**src/rtl/alu_stage_pkg.sv**
```systemverilog
// rtl/alu_stage_pkg.sv - opcodes, flag bit positions and FSM states shared by the ALU stage
package alu_stage_pkg;

   localparam int DEF_WIDTH = 16;

   localparam int FLAG_Z = 3;
   localparam int FLAG_C = 2;
   localparam int FLAG_N = 1;
   localparam int FLAG_O = 0;

   typedef enum logic [3:0] {
      OP_PASS_A = 4'h0,
      OP_PASS_B = 4'h1,
      OP_NOT_A  = 4'h2,
      OP_NOT_B  = 4'h3,
      OP_ADD    = 4'h4,
      OP_ADC    = 4'h5,
      OP_SUB    = 4'h6,
      OP_AND    = 4'h7,
      OP_OR     = 4'h8,
      OP_XOR    = 4'h9,
      OP_NAND   = 4'hA,
      OP_LSL    = 4'hB,
      OP_LSR    = 4'hC,
      OP_ASR    = 4'hD,
      OP_ROL    = 4'hE,
      OP_MUL    = 4'hF
   } alu_op_e;

   typedef enum logic [1:0] {
      S_IDLE = 2'd0,
      S_EXEC = 2'd1,
      S_MUL  = 2'd2
   } state_e;

endpackage

```
**src/rtl/alu_stage_if.sv**
```systemverilog
// rtl/alu_stage_if.sv - request/result bundle between the register file datapath and the ALU stage
interface alu_stage_if
   import alu_stage_pkg::*;
#(
   parameter int WIDTH = DEF_WIDTH
);
   logic [WIDTH-1:0] a;
   logic [WIDTH-1:0] b;
   logic [3:0]       fun_sel;
   logic             wf;
   logic             start;
   logic             busy;
   logic             done;
   logic [WIDTH-1:0] alu_out;
   logic [3:0]       flags_out;

   modport master (
      output a, b, fun_sel, wf, start,
      input  busy, done, alu_out, flags_out
   );

   modport slave (
      input  a, b, fun_sel, wf, start,
      output busy, done, alu_out, flags_out
   );
endinterface

```
**src/rtl/alu_stage_mul.sv**
```systemverilog
// rtl/alu_stage_mul.sv - alu_mul_serial: shift-add multiplier, one partial product per edge
module alu_mul_serial #(
   parameter int WIDTH = 16
) (
   input  logic               i_clk,
   input  logic               i_rst_n,
   input  logic               i_start,
   input  logic [WIDTH-1:0]   i_a,
   input  logic [WIDTH-1:0]   i_b,
   output logic               o_done,
   output logic [2*WIDTH-1:0] o_product
);
   localparam int CW = $clog2(WIDTH) + 1;

   logic [CW-1:0]      r_cnt;
   logic               r_run;
   logic [2*WIDTH-1:0] r_mcand;
   logic [2*WIDTH-1:0] r_prod;
   logic [WIDTH-1:0]   r_mplier;
   logic [2*WIDTH-1:0] w_prod_nxt;

   // o_done/o_product describe the iteration in flight so the caller can register them on its final edge
   assign w_prod_nxt = r_prod + (r_mplier[0] ? r_mcand : '0);
   assign o_product  = w_prod_nxt;
   assign o_done     = r_run && (r_cnt == CW'(WIDTH - 1));

   always_ff @(posedge i_clk or negedge i_rst_n) begin
      if (!i_rst_n) begin
         r_cnt    <= '0;
         r_run    <= 1'b0;
         r_mcand  <= '0;
         r_prod   <= '0;
         r_mplier <= '0;
      end else if (i_start) begin
         r_cnt    <= '0;
         r_run    <= 1'b1;
         r_mcand  <= {{WIDTH{1'b0}}, i_a};
         r_prod   <= '0;
         r_mplier <= i_b;
      end else if (r_run) begin
         r_prod   <= w_prod_nxt;
         r_mcand  <= r_mcand << 1;
         r_mplier <= r_mplier >> 1;
         r_cnt    <= r_cnt + 1'b1;
         if (o_done) r_run <= 1'b0;
      end
   end
endmodule

```
**src/rtl/alu_stage.sv**
```systemverilog
// rtl/alu_stage.sv - registered ALU stage with Z/C/N/O flags
// ALU_STAGE_MUL_EN enables the serial multiplier for opcode F; otherwise F is a NOP.
module alu_stage
   import alu_stage_pkg::*;
#(
   parameter int WIDTH = DEF_WIDTH
) (
   input  logic        i_clk,
   input  logic        i_rst_n,
   alu_stage_if.slave  io_bus
);
`ifdef ALU_STAGE_MUL_EN
   localparam bit MUL_ENABLED = 1'b1;
`else
   localparam bit MUL_ENABLED = 1'b0;
`endif

   state_e             r_state;
   state_e             w_state_nxt;
   logic [WIDTH-1:0]   r_a;
   logic [WIDTH-1:0]   r_b;
   alu_op_e            r_op;
   logic               r_wf;
   logic [WIDTH-1:0]   r_alu_out;
   logic [3:0]         r_flags;
   logic               r_done;

   logic               w_accept;
   logic               w_finish;
   logic               w_nop;
   logic [WIDTH-1:0]   w_res;
   logic [WIDTH:0]     w_sum;
   logic               w_c;
   logic               w_o;
   logic [3:0]         w_flags_nxt;
   logic               w_mul_done;
   logic [2*WIDTH-1:0] w_mul_prod;

`ifdef ALU_STAGE_MUL_EN
   alu_mul_serial #(.WIDTH(WIDTH)) u_mul (
      .i_clk     (i_clk),
      .i_rst_n   (i_rst_n),
      .i_start   (w_accept && (w_state_nxt == S_MUL)),
      .i_a       (io_bus.a),
      .i_b       (io_bus.b),
      .o_done    (w_mul_done),
      .o_product (w_mul_prod)
   );
`else
   assign w_mul_done = 1'b0;
   assign w_mul_prod = '0;
`endif

   always_ff @(posedge i_clk or negedge i_rst_n) begin
      if (!i_rst_n) r_state <= S_IDLE;
      else          r_state <= w_state_nxt;
   end

   always_comb begin
      w_state_nxt = r_state;
      w_accept    = 1'b0;
      w_finish    = 1'b0;
      case (r_state)
         S_IDLE: begin
            if (io_bus.start) begin
               w_accept    = 1'b1;
               w_state_nxt = (MUL_ENABLED && (alu_op_e'(io_bus.fun_sel) == OP_MUL)) ? S_MUL : S_EXEC;
            end
         end
         S_EXEC: begin
            w_finish    = 1'b1;
            w_state_nxt = S_IDLE;
         end
         S_MUL: begin
            if (w_mul_done) begin
               w_finish    = 1'b1;
               w_state_nxt = S_IDLE;
            end
         end
         default: w_state_nxt = S_IDLE;
      endcase
   end

   // C and O default to their registered values so logic/pass ops leave them untouched
   always_comb begin
      w_res = r_alu_out;
      w_sum = '0;
      w_c   = r_flags[FLAG_C];
      w_o   = r_flags[FLAG_O];
      w_nop = 1'b0;
      case (r_op)
         OP_PASS_A: w_res = r_a;
         OP_PASS_B: w_res = r_b;
         OP_NOT_A:  w_res = ~r_a;
         OP_NOT_B:  w_res = ~r_b;
         OP_ADD: begin
            w_sum = {1'b0, r_a} + {1'b0, r_b};
            w_res = w_sum[WIDTH-1:0];
            w_c   = w_sum[WIDTH];
            w_o   = (r_a[WIDTH-1] == r_b[WIDTH-1]) && (w_res[WIDTH-1] != r_a[WIDTH-1]);
         end
         OP_ADC: begin
            w_sum = {1'b0, r_a} + {1'b0, r_b} + {{WIDTH{1'b0}}, r_flags[FLAG_C]};
            w_res = w_sum[WIDTH-1:0];
            w_c   = w_sum[WIDTH];
            w_o   = (r_a[WIDTH-1] == r_b[WIDTH-1]) && (w_res[WIDTH-1] != r_a[WIDTH-1]);
         end
         OP_SUB: begin
            w_sum = {1'b0, r_a} + {1'b0, ~r_b} + {{WIDTH{1'b0}}, 1'b1};
            w_res = w_sum[WIDTH-1:0];
            w_c   = w_sum[WIDTH];
            w_o   = (r_a[WIDTH-1] != r_b[WIDTH-1]) && (w_res[WIDTH-1] != r_a[WIDTH-1]);
         end
         OP_AND:  w_res = r_a & r_b;
         OP_OR:   w_res = r_a | r_b;
         OP_XOR:  w_res = r_a ^ r_b;
         OP_NAND: w_res = ~(r_a & r_b);
         OP_LSL: begin
            w_res = r_a << 1;
            w_c   = r_a[WIDTH-1];
         end
         OP_LSR: begin
            w_res = r_a >> 1;
            w_c   = r_a[0];
         end
         OP_ASR: begin
            w_res = {r_a[WIDTH-1], r_a[WIDTH-1:1]};
            w_c   = r_a[0];
         end
         OP_ROL: begin
            w_res = {r_a[WIDTH-2:0], r_flags[FLAG_C]};
            w_c   = r_a[WIDTH-1];
         end
         OP_MUL: begin
            if (r_state == S_MUL) begin
               w_res = w_mul_prod[WIDTH-1:0];
               w_c   = |w_mul_prod[2*WIDTH-1:WIDTH];
            end else begin
               w_nop = 1'b1;
            end
         end
         default: w_nop = 1'b1;
      endcase
   end

   always_comb begin
      w_flags_nxt         = 4'b0000;
      w_flags_nxt[FLAG_Z] = (w_res == '0);
      w_flags_nxt[FLAG_C] = w_c;
      w_flags_nxt[FLAG_N] = w_res[WIDTH-1];
      w_flags_nxt[FLAG_O] = w_o;
   end

   always_ff @(posedge i_clk or negedge i_rst_n) begin
      if (!i_rst_n) begin
         r_a       <= '0;
         r_b       <= '0;
         r_op      <= OP_PASS_A;
         r_wf      <= 1'b0;
         r_alu_out <= '0;
         r_flags   <= 4'b0000;
         r_done    <= 1'b0;
      end else begin
         r_done <= w_finish;
         if (w_accept) begin
            r_a  <= io_bus.a;
            r_b  <= io_bus.b;
            r_op <= alu_op_e'(io_bus.fun_sel);
            r_wf <= io_bus.wf;
         end
         if (w_finish && !w_nop) begin
            r_alu_out <= w_res;
            if (r_wf) r_flags <= w_flags_nxt;
         end
      end
   end

   assign io_bus.busy      = (r_state != S_IDLE);
   assign io_bus.done      = r_done;
   assign io_bus.alu_out   = r_alu_out;
   assign io_bus.flags_out = r_flags;
endmodule

```
**src/flat_wrapper.sv**
```systemverilog
// flat-port wrapper written by rule: the top's interface ports become plain ports
module alu_stage_flat import alu_stage_pkg::*;
#(
   parameter int WIDTH = DEF_WIDTH
)
  (i_clk, i_rst_n, io_bus_a, io_bus_b, io_bus_fun_sel, io_bus_wf, io_bus_start, io_bus_busy, io_bus_done, io_bus_alu_out, io_bus_flags_out);
  alu_stage_if #(.WIDTH(WIDTH)) io_bus_i ();
  input  logic i_clk;
  input  logic i_rst_n;
  input wire logic [$bits(io_bus_i.a)-1:0] io_bus_a;
  input wire logic [$bits(io_bus_i.b)-1:0] io_bus_b;
  input wire logic [$bits(io_bus_i.fun_sel)-1:0] io_bus_fun_sel;
  input wire logic [$bits(io_bus_i.wf)-1:0] io_bus_wf;
  input wire logic [$bits(io_bus_i.start)-1:0] io_bus_start;
  output wire logic [$bits(io_bus_i.busy)-1:0] io_bus_busy;
  output wire logic [$bits(io_bus_i.done)-1:0] io_bus_done;
  output wire logic [$bits(io_bus_i.alu_out)-1:0] io_bus_alu_out;
  output wire logic [$bits(io_bus_i.flags_out)-1:0] io_bus_flags_out;
  assign io_bus_i.a = io_bus_a;
  assign io_bus_i.b = io_bus_b;
  assign io_bus_i.fun_sel = io_bus_fun_sel;
  assign io_bus_i.wf = io_bus_wf;
  assign io_bus_i.start = io_bus_start;
  assign io_bus_busy = io_bus_i.busy;
  assign io_bus_done = io_bus_i.done;
  assign io_bus_alu_out = io_bus_i.alu_out;
  assign io_bus_flags_out = io_bus_i.flags_out;
  alu_stage #(.WIDTH(WIDTH)) u_core (.i_clk(i_clk), .i_rst_n(i_rst_n), .io_bus(io_bus_i));
endmodule
```
**config.mk**
```make
export PLATFORM = sky130hd
export DESIGN_NAME = alu_stage_flat
export DESIGN_NICKNAME = d
export VERILOG_FILES = /design/src/rtl/alu_stage_pkg.sv /design/src/rtl/alu_stage_if.sv /design/src/rtl/alu_stage_mul.sv /design/src/rtl/alu_stage.sv /design/src/flat_wrapper.sv
export SDC_FILE = /design/constraint.sdc
export NUM_CORES = 1
export LEC_CHECK = 0
export CORE_AREA = 2 2 131 133
export CTS_BUF_LIST = sky130_fd_sc_hd__clkbuf_4 sky130_fd_sc_hd__clkbuf_8
export DETAILED_ROUTE_END_ITERATION = 10
export DIE_AREA = 0 0 133 135
export SYNTH_ARGS = -nofsm -noshare
export SYNTH_HDL_FRONTEND = slang
export SYNTH_SLANG_ARGS = --single-unit
export TNS_END_PERCENT = 20
```
**constraint.sdc**
```tcl
create_clock -name i_clk -period 3.8 [get_ports i_clk]
set_input_delay 0.57 -clock i_clk [delete_from_list [all_inputs] [get_ports i_clk]]
set_output_delay 0.57 -clock i_clk [all_outputs]
set_load 0.1 [all_outputs]
```
==> qor.yml, run 1 <==
clock_tree:
  clk-insertion-delay-late_ns: 0.39
  cts_max_path_buffers: 2
  hold_buffers: 0
  h-tree-depth: 3
  cts.clk_slew.worst_paths_ns: 0.09
  clockRootBuffer: "clkbuf_8"
  cts_buffers: 9
  clock_sinks: 59
  tritoncts: "built"
worst_setup_path:
  crit_required_ns: 4.06
  path_class: "reg -> reg"
  endpoint_kind: "flop"
  critPathMaxFanout: 9
  cp.arrival_ns: 3.92
  worst_setup_path_start_kind: "flop"
  r2r_slack_ns: 0.14
sta:
  fmax_mhz: 273
  drv_slew: 0
  skew_ns: 0.0226
  fin_crit_sh: 0.964
  finalHoldViolations: 0
  tightestPinTransition_ns: 1.05
  fin_crit_ns: 3.66
  maxSlewHeadroom: 0.298
  finalSetupViolCount: 0
placed_design:
  place_hpwl_um: 19700
  place_inst: 1132
  gp_congestion: 0.944
  port-buffer-count: 61
detailed_routing:
  dr_total_vias: 7256
  dr.pass1.iters: 6
  dr.first_iter.drc_count: 774
  antenna_left: 0
  remaining_drc_errors: 0
  wl_per_cell_um: 23.1
  viasPerCell: 6.31
  drt_wl_total_um: 26600
finish:
  instances_no_fill: 1150
  layout-drive-gt1-share: 0.140
  nets: 1021
  area_delta_synth_final_pct: 22.0
  insertedDiodeCount: 0
floorplanning:
  start_util: 0.399
  die_x_um: 133
  io_pins: 62
  coreArea_um2: 16400
  dieArea_um2: 18000
  num_rows: 47
  die_height_um: 135
pwr:
  p_leak_nw: 3.34
  irDropWorstVdd_v: 0.000338
  powerDensity_nw_per_um2: 598
  total_power_w: 0.00477
synthesis:
  async_flop_share: 1.00
  yosysTopAreaCell: "dfrtp_1"
  ys_warn_count: 0
  yosysSeqAreaShare: 0.226
  netlist_instances: 850
  synthTopCellsByArea: "dfrtp_1, ha_1, nand2_1"
  synth_nets: 946
  synth_top_area_share: 0.226
  synth_area_um2: 6540
  synth-edff-count: 0
  synth-seq-cells: 59
  ys.flop_type: "dfrtp_1"
  syn_avg_cell_area_um2: 7.70
  synth.distinct_cells: 81
global_routing:
  grt_pass1_wl_um: 40300
  grt_max_degree: 42
  grt_usage: 0.297
  first_global_vias: 6878
  grt.overflow.total: 0
  antenna_found_initial: 0
outcome:
  status: "finished, final reports clean"
min_path:
  worstHoldPathType: "in -> async"
run:
  maxCapViolations: 0
-- path summary, 6_finish.rpt --
| kind | startpoint | endpoint | depth (start not counted) |
|---|---|---|---|
| max | u_core.r_b[4] | u_core.io_bus.flags_out[0] | 11 |
| min | i_rst_n | u_core.r_b[4] | 1 |
| max reg2reg | u_core.r_b[4] | u_core.io_bus.flags_out[0] | 11 |
| min reg2reg | u_core.io_bus.alu_out[13] | u_core.io_bus.alu_out[13] | 2 |
| max in group asynchronous | i_rst_n | u_core.r_op[1] | 2 |
| min in group i_clk | u_core.io_bus.alu_out[13] | u_core.io_bus.alu_out[13] | 2 |
-- metal layers --
| metal | vias up | global-route usage | routed length, um |
|---|---|---|---|
| met1 | 3450 | 0.417 | 11400 |
| met4 | 0 | 0.143 | 1240 |
| met2 | 427 | 0.444 | 11400 |
| li1 | 3292 | - | - |
| met3 | 87 | 0.0469 | 2490 |
| met5 | - | 0 | 0 |
-- layout make-up --
class                      count  area, um^2
timing repair buffer         124        1090
inverter                      57         214
clock buffer                  11         151
multi-input combinational    674        4690
sequential                    59        1480
fill                        1626        8430
clock inverter                 5        75.1
tap                          220         275
-- flip-flops by register name, summed over array words and instances (netlist names) --
| signal | flops |
|---|---|
| u_core.r_op | 4 |
| u_core.io_bus.done | 1 |
| u_core.io_bus.flags_out | 4 |
| u_core.io_bus.alu_out | 16 |
| u_core.r_b | 16 |
| u_core.r_state | 1 |
| u_core.r_a | 16 |
| u_core.r_wf | 1 |
-- cell usage after synthesis (4+ instances only) --
master and number:
o211ai_1 7, o2111ai_1 5, inv_1 55, nand4_1 13, o21bai_1 6, a221oi_1 6, a21o_1 9, nor4_1 9
xor2_1 5, dfrtp_1 59, mux2i_1 14, nor3_1 13, a31o_2 4, and3_1 6, o31ai_1 9, o31a_1 4
ha_1 54, o32ai_1 4, nand3b_1 4, nand3_1 17, o22ai_1 18, a21oi_1 54, o22a_1 4, buf_2 13
clkbuf_1 37, xnor2_1 19, a31oi_1 8, o2bb2ai_1 4, nand2b_1 7, nand2_1 103, nor2_1 60, o221ai_1 5
nor2b_1 10, a211oi_1 12, a22oi_1 15, a221o_1 10, a32o_1 4, o21ai_0 72, buf_1 9, mux2_2 14
-- through the flow --
step	hold WS, ns	area, um^2	setup slack, ns	utilization	setup TNS (ns)
5_1_grt	0.301	7980	-0.00785	0.486	-0.00785
2_1_floorplan	0.274	6540	0.470	-	0
3_3_place_gp	0.495	7670	0.202	0.467	0
6_report	0.236	7980	0.138	0.486	0
3_5_place_dp	0.495	7670	0.0269	0.467	0
4_1_cts	0.264	7890	0.000850	0.481	0
-- cell usage in the layout (no fill, tap or decap), drive strengths merged, types with 6 or more instances in the layout --
cell type        n
a21o             9
a221o           10
and3             6
xnor2           19
o211ai           7
ha              54
nor2b           10
mux2            14
nor2            60
a221oi           7
nand2          103
o21bai           6
dfrtp           59
o31ai           11
nor3            14
o21ai           75
clkbuf          11
a21oi           55
buf             64
clkdlybuf4s50   60
a22oi           15
a211oi          13
nor4             9
o22ai           18
a31oi            8
inv             55
nand3           17
nand4           13
nand2b           7
mux2i           14
-- cell families (layout without fill, tap and decap cells) --
kind of cell             after synthesis  in the layout  share of synthesized area
adder cells (fa/ha/maj)               56             56                      0.109
multiplexers                          28             28                     0.0455
buffers and inverters                117            197                     0.0708
AO/OA/AOI/OAI                        298            298                      0.317
flip-flops                            59             59                      0.226
AND/OR/NAND/NOR                      267            267                      0.196
XOR/XNOR                              25             25                     0.0356
-- worst max-delay path: stages (launching register included) --
cell and delay (ns):
dfrtp_1 0.43, inv_1 0.10, ha_1 0.44, a21oi_2 0.28, o31ai_2 0.15, a2111oi_4 0.48
nor3_2 0.14, o311a_1 0.39, a2111oi_4 0.44, xnor3_1 0.40, a221oi_2 0.22, a21oi_1 0.06
-- report_power, final --
group	switching, W	leakage (nW)	total (W)	internal [W]
clock	0.000314	0.119	0.000716	0.000402
combinational	0.00204	2.50	0.00308	0.00103
sequential	0.000209	0.717	0.000982	0.000772
-- repair_timing --
action                     in CTS  in global routing
setup endpoints to repair       0                  9
gates resized for setup         0                 16
hold endpoints to repair        0                  0
setup buffers                   0                  2
No activity file was read; power rests on OpenSTA's default activity.
==> run 2: changes to the inputs <==
- MAX_ROUTING_LAYER: unset -> met4
- SLEW_MARGIN: unset -> 0
==> run 2 against run 1 <==
Compared with the run above:
- final cell count grew 0.43%
- critical path type unchanged
- core utilization grew 0.18 points
- critical path depth grew 3
- register-to-register slack gained 0.06 ns
- highest routed layer unchanged
==> qor.yml, run 2 (same netlist as run 1, synthesis figures left out) <==
global_routing:
  grt_usage: 0.300
  grt_pass1_wl_um: 39700
  grt_max_degree: 42
  antenna_found_initial: 1
  first_global_vias: 6623
  grt.overflow.total: 0
detailed_routing:
  dr.first_iter.drc_count: 891
  drt_wl_total_um: 26300
  antenna_left: 0
  dr.pass1.iters: 7
  dr_total_vias: 7236
  remaining_drc_errors: 0
  viasPerCell: 6.26
  wl_per_cell_um: 22.8
clock_tree:
  cts_max_path_buffers: 2
  clock_sinks: 59
  hold_buffers: 0
  tritoncts: "built"
  cts.clk_slew.worst_paths_ns: 0.08
  clk-insertion-delay-late_ns: 0.38
  h-tree-depth: 3
  clockRootBuffer: "clkbuf_8"
  cts_buffers: 9
finish:
  area_delta_synth_final_pct: 22.4
  mostFrequentLayoutCells: "nand2_1, o21ai_0, buf_4, clkdlybuf4s50_1, nor2_1"
  final_util: 0.488
  layout-drive-gt1-share: 0.142
  instances_no_fill: 1155
  final_common_cell: "nand2_1"
  nets: 1025
pwr:
  powerDensity_nw_per_um2: 589
  total_power_w: 0.00472
  irDropWorstVdd_v: 0.000420
  p_leak_nw: 3.35
floorplanning:
  start_util: 0.399
  io_pins: 62
  die_x_um: 133
  coreArea_um2: 16400
  die_height_um: 135
  num_rows: 47
  dieArea_um2: 18000
sta:
  drv_slew: 0
  finalSetupViolCount: 0
  maxSlewHeadroom: 0.290
  fmax_mhz: 277
  fin_crit_sh: 0.949
  tns_ns: 0
  fin_crit_ns: 3.61
  holdWs_ns: 0.318
  tightestPinTransition_ns: 1.06
  finalHoldViolations: 0
  skew_ns: 0.0165
worst_setup_path:
  r2r_slack_ns: 0.19
  reg2reg_to: "u_core.io_bus.flags_out[3]"
  endpoint_kind: "flop"
  reg2reg_from: "u_core.r_a[0]"
  cp.arrival_ns: 3.90
  crit_required_ns: 4.10
  max_stage_delay_ns: 0.46
  cp_slowest_cell: "dfrtp_2"
  path_class: "reg -> reg"
  worst_setup_path_start_kind: "flop"
  crit_chain: "ha_4 -> inv_1 -> fa_1 -> inv_1 -> ha_2 -> xor2_1 -> a221o_1 -> o32ai_2 -> nand3_1 -> nor4_2 -> nand3_1 -> nor4_2 -> nand4_1 -> o31ai_1"
  critPathMaxFanout: 5
  r2r_cells: 14
outcome:
  status: "finished, final reports clean"
placed_design:
  port-buffer-count: 61
  place_inst: 1135
  place_hpwl_um: 19600
  gp_congestion: 0.970
run:
  maxCapViolations: 0
min_path:
  worstHoldPathType: "in -> async"
-- run 2: per-stage QoR --
step / worst slack (ns) / instance area [um^2]
3_5_place_dp: 0.0600 / 7700
6_report: 0.194 / 8010
3_3_place_gp: 0.200 / 7700
4_1_cts: 0.0533 / 7910
5_1_grt: -0.0117 / 8010
2_1_floorplan: 0.470 / 6540
-- run 2: critical path, delay by kind of cell, from the launching register on --
kind                     cells  cell delay [ns]
AO/OA/AOI/OAI                3             0.85
adder cells (fa/ha/maj)      3             0.84
XOR/XNOR                     1             0.08
buffers and inverters        2             0.23
flip-flops                   1             0.46
AND/OR/NAND/NOR              5             1.07
-- run 2: power breakdown --
group / switching (W) / internal (W) / total (W)
Sequential: 0.000206 / 0.000772 / 0.000978
Combinational: 0.00204 / 0.00104 / 0.00309
Clock: 0.000309 / 0.000345 / 0.000654
-- run 2: timing repair --
action	in CTS	in global routing
buffers inserted	0	3
gates resized for setup	0	17
endpoints found under the setup margin	0	6
-- run 2: metal layers --
metal	vias to the layer above	wire length, um	GRT usage
met3	74	2400	0.0567
met4	0	817	0.105
met2	384	11700	0.450
li1	3298	-	-
met5	-	0	-
met1	3480	11400	0.405
-- run 2: worst max path at each step --
| stage | start | end | cells past startpoint |
|---|---|---|---|
| floorplan | u_core.r_b[0] | u_core.io_bus.alu_out[15] | 13 |
| global placement | u_core.r_a[1] | u_core.io_bus.flags_out[0] | 11 |
| detailed placement | u_core.r_b[0] | u_core.io_bus.flags_out[3] | 14 |
| CTS | u_core.r_a[0] | u_core.io_bus.flags_out[3] | 14 |
| global route | u_core.r_b[1] | u_core.io_bus.flags_out[0] | 11 |
| finish | u_core.r_a[0] | u_core.io_bus.flags_out[3] | 14 |
-- run 2: area by class of cell --
cell class	count	area, um^2
Sequential cell	59	1480
Clock buffer	12	159
Tap cell	220	275
Multi-Input combinational cell	674	4690
Clock inverter	4	48.8
Inverter	57	214
Timing Repair Buffer	128	1130
Fill cell	1625	8400
Antenna cell	1	2.50
==> run 3: changes to the inputs <==
- CORE_AREA: 2 2 131 133 -> 2 2 118 120
- DIE_AREA: 0 0 133 135 -> 0 0 120 122
- PLACE_DENSITY: unset -> 0.7
==> run 3 against run 2 <==
Compared with the run above:
- count of clock-buffer cells in the layout unchanged
- global-route usage up 8.1 points
- routed wire length up 0.52%
- critical endpoint unchanged
==> qor.yml, run 3 (same netlist as run 1, synthesis figures left out) <==
min_path:
  worstHoldPathType: "in -> async"
detailed_routing:
  dr.first_iter.drc_count: 1004
  dr_total_vias: 7278
  dr.pass1.iters: 5
  viasPerCell: 6.51
  remaining_drc_errors: 0
  wl_per_cell_um: 23.7
  antenna_left: 0
  drt_wl_total_um: 26500
global_routing:
  grt_usage: 0.380
  grt.overflow.total: 0
  grt_pass1_wl_um: 40800
  antenna_found_initial: 0
  first_global_vias: 6854
  grt_max_degree: 37
clock_tree:
  cts_buffers: 9
  clockRootBuffer: "clkbuf_8"
  cts_max_path_buffers: 2
  cts.clk_slew.worst_paths_ns: 0.08
  tritoncts: "built"
  clock_sinks: 59
  clk-insertion-delay-late_ns: 0.37
  h-tree-depth: 3
pwr:
  swShare: 0.536
  irDropWorstVdd_v: 0.000434
  pwr-share-clk: 0.148
  power.share.sequential: 0.207
  power.internal_w: 0.00221
  combPwrFrac: 0.645
  powerDensity_nw_per_um2: 594
  p_switching_w: 0.00255
  p_leak_nw: 3.38
worst_setup_path:
  cp_slowest_cell: "fa_2"
  worst_setup_path_start_kind: "flop"
  path_buf_inv: 2
  crit_required_ns: 4.08
  critPathMaxFanout: 5
  critPathTopFamily: "simple AND/OR/NAND/NOR gates"
  max_stage_delay_ns: 0.51
  crit_chain: "ha_4 -> inv_1 -> fa_2 -> inv_1 -> ha_1 -> xor2_1 -> a221o_1 -> o32ai_2 -> nand3_1 -> nor4_4 -> nand3_1 -> nor4_2 -> nand4_1 -> o31ai_1"
  setup.worst_path.start: "u_core.r_b[0]"
  r2r_cells: 14
  cp_num_cells: 14
  endpoint_kind: "flop"
  path_class: "reg -> reg"
  reg2reg_from: "u_core.r_b[0]"
  cp.arrival_ns: 3.94
run:
  maxCapViolations: 0
finish:
  final_common_cell: "nand2_1"
  layout-drive-gt1-share: 0.149
  area_delta_synth_final_pct: 22.2
  mostFrequentLayoutCells: "nand2_1, o21ai_0, buf_4, clkdlybuf4s50_1, nor2_1"
  insertedDiodeCount: 0
  final_util: 0.592
  nets: 1029
  fin_area_um2: 8000
placed_design:
  port-buffer-count: 61
  place_hpwl_um: 20100
  gp_congestion: 1.00
  placed_area_um2: 7650
floorplanning:
  die_x_um: 120
  num_rows: 43
  die_height_um: 122
  coreArea_um2: 13500
  dieArea_um2: 14600
  io_pins: 62
  start_util: 0.484
sta:
  tightestPinTransition_ns: 1.01
  drv_slew: 0
  fmax_mhz: 273
  finalSetupViolCount: 0
  maxSlewHeadroom: 0.327
  skew_ns: 0.0114
  fin_crit_sh: 0.963
  fin_crit_ns: 3.66
  finalHoldViolations: 0
outcome:
  status: "finished, final reports clean"
[run 3: cell count changes in the layout (fill, tap and decap cells not counted), sizes merged]
cell,delta
diode,-1
bufinv,+1
clkinv,-1
buf,+4
[run 3: path summary, 6_finish.rpt]
check	endpoint	slack [ns]
min	u_core.r_a[1]	0.10
min in group i_clk	u_core.io_bus.flags_out[0]	0.53
max reg2reg	u_core.io_bus.flags_out[3]	0.14
max in group asynchronous	u_core.r_b[11]	3.02
min reg2reg	u_core.io_bus.flags_out[0]	0.53
max	u_core.io_bus.flags_out[3]	0.14
[run 3: power groups by stage]
| stage | Combinational, W | Clock [W] | Sequential (W) |
|---|---|---|---|
| 3_3_place_gp | 0.00296 | 0 | 0.000983 |
| 6_report | 0.00307 | 0.000704 | 0.000983 |
| 3_5_place_dp | 0.00295 | 0 | 0.000983 |
| 4_1_cts | 0.00297 | 0.000714 | 0.000973 |
| 5_1_grt | 0.00324 | 0.000728 | 0.00100 |
| 2_1_floorplan | 0.00144 | 0 | 0.00157 |
[run 3: through the flow]
stage	total power [W]	setup WS (ns)	hold slack [ns]	TNS, ns	instances
CTS	0.00466	0.0282	0.101	0	1114
finish	0.00475	0.142	0.100	0	1118
global route	0.00497	-0.0120	0.142	-0.0120	1118
global placement	0.00394	0.127	0.494	0	1097
floorplan	0.00301	0.470	0.274	0	850
detailed placement	0.00393	-0.0719	0.503	-0.0719	1097
[run 3: timing repair]
action                     4_1_cts  5_1_grt
setup buffers                    1        4
setup endpoints to repair        1        7
hold buffers                     0        0
resized for setup                2       17
pin swaps                        2        6
[run 3: area by class of cell]
cell class                 count  area (um^2)
clock buffer                  12          153
sequential                    59         1490
clock inverter                 4         73.8
tap                          180          225
fill                        1313         5510
timing repair buffer         132         1150
inverter                      57          214
multi-input combinational    674         4700
[run 3: metal layers]
metal	up-vias	GRT usage	share of wire
li1	3300	-	-
met1	3497	0.535	0.45
met2	413	0.550	0.43
met3	68	0.0581	0.094
met4	0	0.145	0.035
met5	-	-	0
